$ cat config.mk
export PLATFORM = sky130hd
export DESIGN_NAME = fetch_stage_flat
export DESIGN_NICKNAME = d
export VERILOG_FILES = /design/src/rtl/fetch_stage_if.sv /design/src/rtl/fetch_stage.sv /design/src/flat_wrapper.sv
export SDC_FILE = /design/constraint.sdc
export NUM_CORES = 1
export LEC_CHECK = 0
export ABC_CLOCK_PERIOD_IN_PS = 2400
export CAP_MARGIN = 20
export CORE_ASPECT_RATIO = 0.5
export CORE_MARGIN = 4
export CORE_UTILIZATION = 42
export CTS_BUF_LIST = sky130_fd_sc_hd__clkbuf_2 sky130_fd_sc_hd__clkbuf_4 sky130_fd_sc_hd__clkbuf_8
export DETAILED_ROUTE_END_ITERATION = 6
export HOLD_SLACK_MARGIN = 0.03
export PLACE_DENSITY = 0.84
export SLEW_MARGIN = 20
export SYNTH_ARGS = -nofsm -noshare
export SYNTH_HDL_FRONTEND = slang
export SYNTH_SLANG_ARGS = --single-unit
$ cat constraint.sdc
create_clock -name clk -period 2.4 [get_ports clk]
set_input_delay 0.6 -clock clk [delete_from_list [all_inputs] [get_ports clk]]
set_output_delay 0.6 -clock clk [all_outputs]
set_load 0.03 [all_outputs]
$ cat src/rtl/fetch_stage_if.sv
// Bundle of fetch-stage signals: hazard/EX controls, instruction-memory port and IF/ID outputs.
// The slave modport is the fetch stage itself; master is its environment.
interface fetch_stage_if #(
    parameter int PC_W = 32
);
    logic            stall;
    logic            redirect_valid;
    logic [PC_W-1:0] redirect_pc;
    logic [PC_W-1:0] imem_addr;
    logic [31:0]     imem_rdata;
    logic [PC_W-1:0] ifid_pc;
    logic [31:0]     ifid_instr;
    logic            ifid_valid;
    logic            halted;
    logic [31:0]     fetch_count;

    modport master (
        output stall, redirect_valid, redirect_pc, imem_rdata,
        input  imem_addr, ifid_pc, ifid_instr, ifid_valid, halted, fetch_count
    );

    modport slave (
        input  stall, redirect_valid, redirect_pc, imem_rdata,
        output imem_addr, ifid_pc, ifid_instr, ifid_valid, halted, fetch_count
    );
endinterface

$ cat src/rtl/fetch_stage.sv
// RV32 instruction-fetch stage: PC register, IF/ID pipeline register, redirect/flush,
// hazard stall and halt-on-ecall, with a saturating count of fetched instructions.
module fetch_stage #(
    parameter int              PC_W       = 32,
    parameter logic [PC_W-1:0] RESET_PC   = '0,
    parameter logic [31:0]     NOP_INSTR  = 32'h0000_0013,
    parameter logic [31:0]     HALT_INSTR = 32'h0000_0073
) (
    input  logic          clk,
    input  logic          reset,
    fetch_stage_if.slave  bus
);
    typedef enum logic {
        RUN  = 1'b0,
        HALT = 1'b1
    } state_t;

    localparam logic [PC_W-1:0] ALIGN_MASK = {{(PC_W-2){1'b1}}, 2'b00};
    localparam logic [PC_W-1:0] PC_STEP    = PC_W'(4);

    state_t          state_q, state_d;
    logic [PC_W-1:0] pc_q, pc_d;
    logic [PC_W-1:0] ifid_pc_q, ifid_pc_d;
    logic [31:0]     ifid_instr_q, ifid_instr_d;
    logic            ifid_valid_q, ifid_valid_d;
    logic [31:0]     fetch_count_q, fetch_count_d;
    logic            halted_q, halted_d;
    logic [31:0]     count_inc;

    assign count_inc = (fetch_count_q == 32'hFFFF_FFFF) ? fetch_count_q : fetch_count_q + 32'd1;

    // Priority: redirect beats stall, stall beats halt detect and normal advance.
    always_comb begin
        state_d       = state_q;
        pc_d          = pc_q;
        ifid_pc_d     = ifid_pc_q;
        ifid_instr_d  = ifid_instr_q;
        ifid_valid_d  = ifid_valid_q;
        fetch_count_d = fetch_count_q;
        if (bus.redirect_valid) begin
            pc_d         = bus.redirect_pc & ALIGN_MASK;
            ifid_pc_d    = pc_q;
            ifid_instr_d = NOP_INSTR;
            ifid_valid_d = 1'b0;
            state_d      = RUN;
        end else if (!bus.stall) begin
            case (state_q)
                RUN: begin
                    ifid_pc_d     = pc_q;
                    ifid_instr_d  = bus.imem_rdata;
                    ifid_valid_d  = 1'b1;
                    fetch_count_d = count_inc;
                    if (bus.imem_rdata == HALT_INSTR) begin
                        state_d = HALT;
                    end else begin
                        pc_d = pc_q + PC_STEP;
                    end
                end
                HALT: begin
                    ifid_pc_d    = pc_q;
                    ifid_instr_d = NOP_INSTR;
                    ifid_valid_d = 1'b0;
                end
                default: state_d = RUN;
            endcase
        end
        halted_d = (state_d == HALT);
    end

    always_ff @(posedge clk) begin
        if (!reset) begin
            state_q       <= RUN;
            pc_q          <= RESET_PC;
            ifid_pc_q     <= '0;
            ifid_instr_q  <= NOP_INSTR;
            ifid_valid_q  <= 1'b0;
            fetch_count_q <= '0;
            halted_q      <= 1'b0;
        end else begin
            state_q       <= state_d;
            pc_q          <= pc_d;
            ifid_pc_q     <= ifid_pc_d;
            ifid_instr_q  <= ifid_instr_d;
            ifid_valid_q  <= ifid_valid_d;
            fetch_count_q <= fetch_count_d;
            halted_q      <= halted_d;
        end
    end

    assign bus.imem_addr   = pc_q;
    assign bus.ifid_pc     = ifid_pc_q;
    assign bus.ifid_instr  = ifid_instr_q;
    assign bus.ifid_valid  = ifid_valid_q;
    assign bus.halted      = halted_q;
    assign bus.fetch_count = fetch_count_q;
endmodule

$ cat src/flat_wrapper.sv
// flat-port wrapper written by rule: the top's interface ports become plain ports
module fetch_stage_flat 
#(
    parameter int              PC_W       = 32,
    parameter logic [PC_W-1:0] RESET_PC   = '0,
    parameter logic [31:0]     NOP_INSTR  = 32'h0000_0013,
    parameter logic [31:0]     HALT_INSTR = 32'h0000_0073
)
  (clk, reset, bus_stall, bus_redirect_valid, bus_redirect_pc, bus_imem_rdata, bus_imem_addr, bus_ifid_pc, bus_ifid_instr, bus_ifid_valid, bus_halted, bus_fetch_count);
  fetch_stage_if #(.PC_W(PC_W)) bus_i ();
  input  logic clk;
  input  logic reset;
  input wire logic [$bits(bus_i.stall)-1:0] bus_stall;
  input wire logic [$bits(bus_i.redirect_valid)-1:0] bus_redirect_valid;
  input wire logic [$bits(bus_i.redirect_pc)-1:0] bus_redirect_pc;
  input wire logic [$bits(bus_i.imem_rdata)-1:0] bus_imem_rdata;
  output wire logic [$bits(bus_i.imem_addr)-1:0] bus_imem_addr;
  output wire logic [$bits(bus_i.ifid_pc)-1:0] bus_ifid_pc;
  output wire logic [$bits(bus_i.ifid_instr)-1:0] bus_ifid_instr;
  output wire logic [$bits(bus_i.ifid_valid)-1:0] bus_ifid_valid;
  output wire logic [$bits(bus_i.halted)-1:0] bus_halted;
  output wire logic [$bits(bus_i.fetch_count)-1:0] bus_fetch_count;
  assign bus_i.stall = bus_stall;
  assign bus_i.redirect_valid = bus_redirect_valid;
  assign bus_i.redirect_pc = bus_redirect_pc;
  assign bus_i.imem_rdata = bus_imem_rdata;
  assign bus_imem_addr = bus_i.imem_addr;
  assign bus_ifid_pc = bus_i.ifid_pc;
  assign bus_ifid_instr = bus_i.ifid_instr;
  assign bus_ifid_valid = bus_i.ifid_valid;
  assign bus_halted = bus_i.halted;
  assign bus_fetch_count = bus_i.fetch_count;
  fetch_stage #(.PC_W(PC_W), .RESET_PC(RESET_PC), .NOP_INSTR(NOP_INSTR), .HALT_INSTR(HALT_INSTR)) u_core (.clk(clk), .reset(reset), .bus(bus_i));
endmodule
* Word level (Yosys, flattened, before mapping)
Index checks and enable logic that the tools add are counted.
** Operators by class
- Divide/modulo/power cells :: 0
- Multiply operators :: 0
- Equal/unequal tests :: 5
- Multiplexer cells :: 10
- Add/subtract/negate cells :: 2
- Shifts and indexed selects :: 0
- Reductions and logical operators :: 4
- Magnitude comparators :: 0
- Bitwise gates (word level) :: 6
** Operators by type and width (count)
- 32-bit two-way mux :: 6
- 32-bit case mux with 2 select lines :: 1
- 32-bit by 1-bit adder with 32-bit output, second input constant :: 1
- 32-bit by 3-bit adder with 32-bit output, second input constant :: 1
- 32-bit equality test, second input constant :: 1
- 32-bit by 7-bit equality test with 1-bit output, second input constant :: 1
- 1-bit inverter :: 6
- 3-bit AND reduction :: 2
- 2-bit inequality test, second input constant :: 2
- 4-bit AND reduction :: 1
- 1-bit two-way mux :: 2
- 2-bit by 1-bit inequality test with 1-bit output, second input constant :: 1
- 1-bit case mux with 2 select lines :: 1
- 2-bit OR reduction :: 1
** Word-level totals
- Output and inout bits :: 130
- Logic and storage cells :: 34
- Bits in latches :: 0
- Memory bits (writable) :: 0
- ROM bits :: 0
- Bits of input ports :: 68
- Register bits after elaboration :: 130
- Memories :: 0

* Logic depth before layout (Yosys ltp)
Gate-level depths: netlist of run 1.
- Depth after elaboration :: 5
- Depth in mapped cells :: 7
- Gate-level depth less buffers :: 6

* Worst setup path before layout of run 1
No wires, ideal clock.
- Path type :: input to register
- Start :: input port bus_imem_rdata[14]
- End :: register u_core.pc_q[21] (netlist: u_core.bus.imem_addr[21])
- Path buffers :: 2
- Required time :: 2272 ps
- Setup slack :: 144 ps
- Stages on the path :: 7
- Setup time :: 128 ps
- Arrival :: 2127 ps
- Cells stage by stage :: or4_1 nor4_1 buf_2 buf_2 nand2_1 a211oi_1 a311oi_1
** Between the ends
- Word-level cells in the longest chain between the ends :: 3
** Ends and longest elaborated chain
- start, declared :: RTL line flat_wrapper.sv:16 : input wire logic [$bits(bus_i.imem_rdata)-1:0] bus_imem_rdata;
- 32-bit by 7-bit equality test with 1-bit output :: RTL line fetch_stage.sv:53 : if (bus.imem_rdata == HALT_INSTR) begin
- 2-bit inequality test (no line)
- 3-bit AND reduction (no line)
- end signal, assigned :: RTL line fetch_stage.sv:81 : pc_q <= pc_d;
- end, declared :: RTL line fetch_stage.sv:22 : logic [PC_W-1:0] pc_q, pc_d;
No other way between the ends.
A chain may end at the register's enable or synchronous reset.

* Worst setup path in the final report of run 1
- Start :: input port bus_stall
- End :: register u_core.pc_q[31] (netlist: u_core.bus.imem_addr[31])
** Between the ends
- Word-level cells in the longest chain between the ends :: 2
** Ends and longest elaborated chain
- start, declared :: RTL line flat_wrapper.sv:13 : input wire logic [$bits(bus_i.stall)-1:0] bus_stall;
- 2-bit by 1-bit inequality test with 1-bit output (no line)
- 3-bit AND reduction (no line)
No other way between the ends.

==> results of run 1 <==
worst paths after layout:
kind,from,end,slack (ns),depth (start not counted)
setup / recovery,bus_stall,u_core.bus.imem_addr[31]$_SDFFE_PN0P_,0.05,7
hold / removal,u_core.bus.ifid_pc[31]$_SDFFE_PN0P_,u_core.bus.ifid_pc[31]$_SDFFE_PN0P_,0.45,2
setup reg to reg,u_core.bus.imem_addr[4]$_SDFFE_PN0P_,u_core.bus.imem_addr[31]$_SDFFE_PN0P_,0.07,5
hold reg to reg,u_core.bus.ifid_pc[31]$_SDFFE_PN0P_,u_core.bus.ifid_pc[31]$_SDFFE_PN0P_,0.45,2
metrics by stage:
step / power, W / hold slack (ns) / area (um^2) / setup WS (ns)
2_1_floorplan: 0.002656 / 0.5801 / 5640 / 0.1443
3_3_place_gp: 0.003022 / 0.4381 / 8009 / -0.3697
3_5_place_dp: 0.003038 / 0.4452 / 8009 / -0.3921
4_1_cts: 0.004956 / 0.4541 / 8417 / 0.01977
5_1_grt: 0.005131 / 0.4780 / 8423 / -0.02120
6_report: 0.004919 / 0.4492 / 8423 / 0.04552
state kept, by name, summed over array words and instances, names as in the netlist:
register and count:
u_core.bus.ifid_instr 32, u_core.state_q 1, u_core.bus.fetch_count 32, u_core.bus.ifid_valid 1
u_core.bus.ifid_pc 30, u_core.bus.imem_addr 30
layer usage:
layer,global-route usage,part of all wire,vias to the layer above
li1,-,-,2895
met1,0.2820,0.41,2873
met2,0.3810,0.49,229
met3,0.05609,0.073,35
met4,0.09492,0.027,0
met5,0,0,-
worst register-to-register path, cell delays in order (launching register included):
cell       delay (ns)
dfxtp_1          0.48
and4_1           0.31
nand3_1          0.40
a2111oi_0        0.74
xnor2_1          0.21
a21oi_1          0.09
logic make-up after synthesis:
| family | count (synthesis) |
|---|---|
| adders and majority gates | 2 |
| other | 1 |
| xor gates and xnor gates | 42 |
| AOI/OAI and AO/OA | 191 |
| and+or+nand+nor | 253 |
| buffers and inverters | 59 |
| muxes | 2 |
| DFF | 126 |
cell usage in the layout, fill, tap and decap left out, types with 2 or more instances in the layout:
master / instances
clkdlybuf4s50_1: 191
a31oi_1: 2
nor3b_1: 2
bufinv_16: 2
conb_1: 4
and4_1: 15
o31ai_1: 8
buf_4: 45
inv_1: 8
or3_1: 6
nor3_1: 5
buf_12: 5
and2_1: 4
nand3_1: 23
o21ai_0: 35
nor4_1: 6
dfxtp_2: 2
inv_6: 7
nor4_2: 2
clkbuf_8: 17
clkinvlp_4: 2
a22oi_1: 29
nand4_1: 25
mux2i_1: 2
o22ai_1: 3
nor2_1: 53
and3_1: 4
or4_1: 12
a211oi_1: 12
a21oi_1: 82
a2111oi_0: 12
xor2_1: 3
o211ai_1: 2
nor2_2: 2
xnor2_1: 39
clkinv_4: 3
ha_1: 2
nand2_1: 84
nor2b_1: 2
dfxtp_1: 124
power groups by stage:
stage               clock network, W  registers, W  logic [W]
finish                       0.00192       0.00225   0.000747
detailed placement                 0       0.00230   0.000740
floorplan                          0       0.00244   0.000215
global placement                   0       0.00229   0.000728
CTS                          0.00196       0.00225   0.000747
global route                 0.00208       0.00226   0.000793
final cells by class:
type	count	share of cell area
Tap cell	170	0.02525
Timing Repair Buffer	242	0.2803
Multi-Input combinational cell	494	0.3422
Clock buffer	17	0.02778
Clock inverter	15	0.02065
Inverter	9	0.004011
Sequential cell	126	0.2998
==> results.cfg, run 1 <==
[floorplanning]
dieArea_um2 = 15430
row_count = 29
core_um2 = 12880
die_w_um = 171.7
ios = 198
start_util = 0.4370
fp.dieH_um = 89.86

[sta]
setup_tns_ns = 0
fin_crit_sh = 0.9810
tightestPinTransition_ns = 0.6709
finClkSkew_ns = 0.01569
final-hold-violation-count = 0
period_needed_ns = 2.354
fmax_mhz = 424.7
rsz0062_at_grt = yes
slew_headroom = 0.5412
report.final.slew_viol_count = 0
setup_viol = 0

[layout]
multi_input_area_um2 = 2883
instances_no_fill = 1073
num_antenna_cells = 0
fillers = 1003
final_nets = 960
area_growth_pct = 49.63
drive_above_1_share = 0.1041
ff_latch_area_um2 = 2525
fin_util = 0.6539

[flow_run]
drv_cap = 0

[logic_synthesis]
synth_warnings = 0
synthAdderAreaFrac = 0.004445
synth_top_area_frac = 0.4481
synth_top_family_by_area = simple AND/OR/NAND/NOR gates
synth_enable_flop_cells = 0
ys_seq_elements = 126
syn_inst = 676
ys_types = 48
synthMuxAreaShare = 0.003556
yosys.area_share.simple = 0.2278
synth_area_um2 = 5629
synthXorXnorAreaFrac = 0.06535
synth_ff_type = dfxtp_1
async_flop_share = 0
ys_seq_area_frac = 0.4481
syn-mean-instance-area_um2 = 8.327
yosysMostFrequentCell = dfxtp_1
synth_area_leader_cell = dfxtp_1
ys_top_cells_by_area = dfxtp_1 (45%), a21oi_1 (7.3%), xnor2_1 (6.1%), nand2_1 (5.6%), a22oi_1 (3.9%)
ys_top_cells_by_count = dfxtp_1 (126), nand2_1 (84), a21oi_1 (82)
synth-compound-area-share = 0.2063

[worst_hold_path]
hp-class = register to register

[global_routing]
grt_pass1_wl_mm = 28.98
grt_pass1_vias = 5748
grt_usage = 0.2286
grt-ovfl-total = 0
grt_max_degree = 37
antenna_found_initial = 0

[status]
outcome = finished clean

[pwr]
combPwrFrac = 0.152
leakage_nw = 2.875
pwr-share-clk = 0.390
p_sw_frac = 0.2944
internal_power_w = 0.003471
ir_worst_vdd_v = 0.0003182
p_per_area_nw_per_um2 = 584.0
seq_power_share = 0.458
p_switching_w = 0.001448

[clocking]
clock_latency_ns = 0.44
holdBufCountCts = 0
tritoncts = built
clock_path_buffers = 2
cts_setup_buffers = 0
cts-root-buf = clkbuf_8
cts_resized = 0
clk_pin_slew_ns = 0.07
cts_inserted_buffers = 17
cts.htree.levels = 4
clock-sinks = 126

[critical_path]
cp_max_fo = 5
crit_family = compound AO/OA/AOI/OAI gates
slowest_delay_ns = 0.64
timing.critical_path.buf_inv = 2
startpoint_type = input pin
path_cells = clkdlybuf4s50_1, buf_4, and4bb_2, nand4_1, a2111oi_0, xnor2_1, a21oi_1
critPathCaptureType = register
cp_data_required_time_ns = 2.72
critical_path_class = input pin to register
slowest_stage = a2111oi_0
arrival_ns = 2.67

[placement]
dp_hpwl_mm = 13.13
placed_cells = 1041
finalWeightedCongestion = 0.8264
numPortBuffers = 191

[detailed_routing]
ant_nets = 0
drt_iter0_markers = 552
num_vias = 6032
wl_per_cell_um = 17.00
drt_wl_total_mm = 18.24
drc = 0
viasPerCell = 5.622
dr.pass1.iters = 5
Note: power is estimated with default switching activity, not from simulation.
==> run 2, diff against run 1 <==
--- a/config.mk
+++ b/config.mk
@@ -14,7 +14,7 @@
 export DETAILED_ROUTE_END_ITERATION = 6
 export HOLD_SLACK_MARGIN = 0.03
 export PLACE_DENSITY = 0.84
-export SLEW_MARGIN = 20
+export SLEW_MARGIN = 15
 export SYNTH_ARGS = -nofsm -noshare
 export SYNTH_HDL_FRONTEND = slang
 export SYNTH_SLANG_ARGS = --single-unit
==> results of run 2 <==
Final layout, timing and power as in run 1 (identical DEF).
